--- src/rtl/fns_tsv_allocator.sv ---
// fns_tsv_allocator: sequential Fibonacci-weight allocator for a TSV bundle.
// Scans N = X+Y fault flags one TSV per clock. Healthy TSVs get consecutive
// Fibonacci weights (1,2,3,5,...) until X are enabled. Later healthy TSVs stay
// redundant. Faulty TSVs are skipped and consume no weight.
//
// Ports:
//   clk       - clock, rising edge
//   rst_n     - asynchronous active-low reset
//   start     - scan request, sampled only in idle
//   f_flag    - per-TSV fault flags (1 = faulty), latched when start is accepted
//   busy      - high from start acceptance through the done cycle
//   out_valid - one cycle per scanned TSV
//   out_idx   - index of the TSV reported this cycle
//   out_en    - enable of the reported TSV
//   out_wgt   - weight of the reported TSV (0 when not enabled)
//   en_flag   - accumulated enable map
//   wgt_sum   - sum of the assigned weights
//   fail      - fewer than X healthy TSVs were found
//   done      - one-cycle pulse when results are final
module fns_tsv_allocator #(
    parameter int unsigned X     = 4,
    parameter int unsigned Y     = 2,
    parameter int unsigned WGT_W = 8,
    parameter int unsigned N     = X + Y,
    parameter int unsigned IDX_W = (N > 1) ? $clog2(N) : 1
) (
    input  logic               clk,
    input  logic               rst_n,
    input  logic               start,
    input  logic [N-1:0]       f_flag,
    output logic               busy,
    output logic               out_valid,
    output logic [IDX_W-1:0]   out_idx,
    output logic               out_en,
    output logic [WGT_W-1:0]   out_wgt,
    output logic [N-1:0]       en_flag,
    output logic [WGT_W+1:0]   wgt_sum,
    output logic               fail,
    output logic               done
);

    localparam int unsigned CNT_W = $clog2(X + 1);
    localparam logic [CNT_W-1:0] CNT_MAX  = CNT_W'(X);
    localparam logic [IDX_W-1:0] IDX_LAST = IDX_W'(N - 1);

    typedef enum logic [1:0] {StIdle, StScan, StDone} state_t;

    state_t             state_q;
    logic [N-1:0]       flags_q;
    logic [IDX_W-1:0]   idx_q;
    logic [CNT_W-1:0]   cnt_q;
    logic [WGT_W-1:0]   fib_prev_q;
    logic [WGT_W-1:0]   fib_cur_q;

    always_ff @(posedge clk or negedge rst_n) begin
        if (!rst_n) begin
            state_q    <= StIdle;
            flags_q    <= '0;
            idx_q      <= '0;
            cnt_q      <= '0;
            fib_prev_q <= '0;
            fib_cur_q  <= '0;
            busy       <= 1'b0;
            out_valid  <= 1'b0;
            out_idx    <= '0;
            out_en     <= 1'b0;
            out_wgt    <= '0;
            en_flag    <= '0;
            wgt_sum    <= '0;
            fail       <= 1'b0;
            done       <= 1'b0;
        end else begin
            unique case (state_q)
                StIdle: begin
                    if (start) begin
                        flags_q    <= f_flag;
                        en_flag    <= '0;
                        wgt_sum    <= '0;
                        fail       <= 1'b0;
                        idx_q      <= '0;
                        cnt_q      <= '0;
                        fib_prev_q <= WGT_W'(1);
                        fib_cur_q  <= WGT_W'(1);
                        busy       <= 1'b1;
                        state_q    <= StScan;
                    end
                end
                StScan: begin
                    out_valid <= 1'b1;
                    out_idx   <= idx_q;
                    if (!flags_q[idx_q] && (cnt_q < CNT_MAX)) begin
                        out_en         <= 1'b1;
                        out_wgt        <= fib_cur_q;
                        en_flag[idx_q] <= 1'b1;
                        wgt_sum        <= wgt_sum + (WGT_W + 2)'(fib_cur_q);
                        cnt_q          <= cnt_q + CNT_W'(1);
                        // The step after the X-th enable may wrap; it is never used.
                        fib_prev_q     <= fib_cur_q;
                        fib_cur_q      <= fib_prev_q + fib_cur_q;
                    end else begin
                        out_en  <= 1'b0;
                        out_wgt <= '0;
                    end
                    idx_q <= idx_q + IDX_W'(1);
                    if (idx_q == IDX_LAST) begin
                        state_q <= StDone;
                    end
                end
                StDone: begin
                    // Two cycles here: the first raises done, the second drops it.
                    if (!done) begin
                        out_valid <= 1'b0;
                        out_en    <= 1'b0;
                        out_wgt   <= '0;
                        done      <= 1'b1;
                        fail      <= (cnt_q < CNT_MAX);
                    end else begin
                        done    <= 1'b0;
                        busy    <= 1'b0;
                        state_q <= StIdle;
                    end
                end
                default: state_q <= StIdle;
            endcase
        end
    end

endmodule

--- config.mk ---
export PLATFORM = sky130hd
export DESIGN_NAME = fns_tsv_allocator
export DESIGN_NICKNAME = d
export VERILOG_FILES = /design/src/rtl/fns_tsv_allocator.sv
export SDC_FILE = /design/constraint.sdc
export NUM_CORES = 1
export LEC_CHECK = 0
export CAP_MARGIN = 10
export CORE_UTILIZATION = 27
export DETAILED_ROUTE_END_ITERATION = 10
export DONT_BUFFER_PORTS = 1
export SYNTH_ARGS = -nofsm -noshare
export SYNTH_HDL_FRONTEND = slang
export SYNTH_SLANG_ARGS = --single-unit
--- constraint.sdc ---
create_clock -name clk -period 5.58 [get_ports clk]
set_clock_uncertainty 0.15 [all_clocks]
set_input_delay 1.395 -clock clk [delete_from_list [all_inputs] [get_ports clk]]
set_output_delay 1.395 -clock clk [all_outputs]
set_load 0.05 [all_outputs]
==> impl_metrics.py <==
metrics = {
    "sta": {
        "post-route-period-util": 0.493,
        "finalSetupTns_ns": 0,
        "drv_slew": 0,
        "worst_slack_ns": 2.83,
        "finalHoldViolCount": 0,
        "rsz0062_at_grt": "no",
        "min_period_ns": 2.75,
        "worstMarginPinSlew_ns": 0.831,
        "clock.fmax_mhz": 363,
        "setup_viol": 0,
        "relSlewSlack": 0.444,
    },
    "cells_and_area": {
        "multi_input_area_mm2": 0.00145,
        "design_area_mm2": 0.00351,
        "fillers": 1092,
        "fin_nets": 327,
        "n_antenna_cell": 0,
        "seq_area_mm2": 0.00155,
        "area_growth_pct": 13.3,
        "drive_gt1_frac": 0.103,
    },
    "setup_path": {
        "required_ns": 5.60,
        "critPathLaunchType": "flop",
        "critical_path.endpoint_type": "flop",
        "worstPathMaxFanout": 21,
        "critPathKind": "flop to flop",
        "path_cells": "mux2_4 > a32o_1 > or4_4 > or4_4 > mux2i_1",
        "rrSetupSlack_ns": 2.83,
        "crit_arrival_ns": 2.78,
        "critPathSlowestCell": "dfrtp_1",
        "crit_top_cell": "or4_4",
        "cpPeakStageDelay_ns": 0.57,
    },
    "routing": {
        "dr.pass1.iters": 4,
        "drtIter0Drc": 160,
        "viasPerCell": 4.93,
        "detail-route-antenna-nets": 0,
        "vias": 2176,
        "drcViolationCount": 0,
        "post_drt_wl_per_cell_um": 15.1,
        "routed_wl_um": 6650,
    },
    "yosys": {
        "synthAdderAreaFrac": 0.0857,
        "ys_seq_area_frac": 0.501,
        "netlist.area_leader.share": 0.501,
        "synth_mux_area_frac": 0.0469,
        "synth_top_family_by_area": "compound AO/OA/AOI/OAI gates",
        "yosysTopAreaCell": "dfrtp_1",
        "ys.flop_type": "dfrtp_1",
        "synth_area_leaders": "dfrtp_1 (50%), ha_1 (7.3%), nand2_1 (5.2%)",
        "yosysWarnings": 0,
        "synth_xor_xnor_area_share": 0.0198,
        "syn_avg_cell_area_um2": 10.4,
        "synthArstFlopShare": 1.00,
        "netlist_area_mm2": 0.00310,
        "synth-compound-area-share": 0.190,
        "syn_inst": 298,
        "synth-seq-cells": 62,
        "synth_edf_count": 0,
        "synth_simple_gate_area_frac": 0.124,
        "syn-num-nets": 327,
        "synth_cell_types": 41,
    },
    "global_routing": {
        "grt_pass1_wl_um": 11200,
        "overflow": 0,
        "grt_max_degree": 63,
        "antenna_found_initial": 0,
        "grt_pass1_vias": 2134,
        "track_usage": 0.125,
    },
    "clock_tree": {
        "ctsHoldBuffers": 0,
        "cts_buffers": 9,
        "post_cts_buffers": 0,
        "clk_latency_ns": 0.32,
        "cts_sinks": 62,
        "cts_tree": "done",
        "cts_root_buf": "clkbuf_16",
        "clkTransAtPathRegs_ns": 0.05,
        "ctsResizeCount": 0,
        "cts_buffer_depth": 2,
        "htree_levels": 3,
    },
    "die": {
        "core.rowCount": 38,
        "dieHeight_um": 109,
        "initial_core_util": 0.282,
        "pin_count": 41,
        "die_w_um": 109,
        "dieArea_mm2": 0.0119,
        "core_mm2": 0.0110,
    },
    "job": {
        "maxCapViolCount": 0,
    },
    "place": {
        "place_area_mm2": 0.00323,
        "gp_congestion": 0.757,
        "post-place-ws_ns": 2.79,
        "io_buffers": 0,
        "hpwl_um": 4570,
    },
    "pwr": {
        "p_leak_nw": 1.62,
        "power-per-cell-area_mw_per_mm2": 633,
        "ir_drop_v": 0.000251,
    },
    "worst_hold_path": {
        "min_path_type": "flop to flop",
    },
    "status": {
        "outcome": "completed",
    },
}
-- through the flow --
step           instances  hold WS (ns)   util  total power [mW]
4_1_cts              441         0.325  0.319              2.25
3_3_place_gp         427         0.312  0.294              1.71
2_1_floorplan        298         0.290      -              1.55
6_report             441         0.322  0.319              2.22
3_5_place_dp         427         0.312  0.294              1.73
5_1_grt              441         0.352  0.319              2.39
-- worst max-delay path, delay by kind of cell, from the launching register on --
family / cells / cell delay (ns)
multiplexers: 2 / 0.47
AND/OR/NAND/NOR: 2 / 1.13
flip-flops: 1 / 0.57
AO/OA/AOI/OAI: 1 / 0.29
-- routing by layer --
metal | GRT usage | wire length (um) | up-vias
met5 | 0 | 0 | -
met4 | 0.0434 | 75 | 0
met3 | 0.0574 | 564 | 7
met2 | 0.179 | 3030 | 42
met1 | 0.164 | 2990 | 1049
li1 | - | - | 1078
-- cell type report --
cell class	instances	share of cell area
clock buffers	13	0.0770
clock inverters	1	0.00143
inverters	11	0.0118
multi-input cells	212	0.413
flip-flops and latches	62	0.442
well taps	140	0.0499
repair buffers	2	0.00428
-- cells by family after synthesis --
logic type,after synthesis
compound gates,86
simple gates,86
flops,62
buf+inv,24
fa+ha+maj,20
mux,13
xor+xnor,7
-- report_power, final --
| group | leakage (nW) | switching [mW] | internal, mW |
|---|---|---|---|
| sequential | 0.817 | 0.435 | 0.605 |
| combinational | 0.670 | 0.395 | 0.277 |
| clock | 0.138 | 0.177 | 0.330 |
| total | 1.62 | 1.01 | 1.21 |
-- final timing paths --
kind | depth (start not counted) | to | from
setup / recovery | 5 | wgt_sum[9]$_DFFE_PN0P_ | idx_q[0]$_DFFE_PN0P_
hold / removal | 2 | flags_q[1]$_DFFE_PN0P_ | flags_q[1]$_DFFE_PN0P_
setup reg to reg | 5 | wgt_sum[9]$_DFFE_PN0P_ | idx_q[0]$_DFFE_PN0P_
hold reg to reg | 2 | flags_q[1]$_DFFE_PN0P_ | flags_q[1]$_DFFE_PN0P_
max in group asynchronous | 0 | fib_cur_q[6]$_DFFE_PN0P_ | rst_n
min in group asynchronous | 0 | wgt_sum[8]$_DFFE_PN0P_ | rst_n
-- flip-flops by register name (all words and copies together) (netlist names) --
register,count
busy,1
cnt_q,3
done,1
en_flag,6
fail,1
fib_cur_q,8
fib_prev_q,8
flags_q,6
idx_q,3
out_en,1
out_idx,3
out_valid,1
out_wgt,8
state_q,2
wgt_sum,10
-- synth_stat cells (all sizes together) (3+ instances only) --
master and instances:
a211oi 7, a21oi 11, a22o 14, buf 3, clkbuf 10, dfrtp 62
ha 18, inv 11, mux2 9, mux2i 4, nand2 43, nand3 9
nor2 15, nor2b 3, nor3 6, o211ai 5, o21a 9, o21ai 25
or4 3, xnor2 5
-- layout by cell type, fill, tap and decap left out, types with 2 or more instances in the layout --
cell type / instances
dfrtp_1: 62
nand2_1: 43
o21ai_0: 25
ha_1: 18
nor2_1: 15
a22o_1: 14
inv_1: 11
a21oi_1: 11
o21a_1: 9
nand3_1: 9
clkbuf_16: 9
mux2_2: 8
a211oi_1: 7
nor3_1: 6
xnor2_1: 5
o211ai_1: 5
mux2i_1: 4
nor2b_1: 3
clkbuf_8: 3
and3_1: 2
or4_4: 2
a41oi_1: 2
xor2_1: 2
a21o_1: 2
or2_2: 2
o31a_1: 2
fa_1: 2
buf_4: 2
No activity file was read; power rests on OpenSTA's default activity.
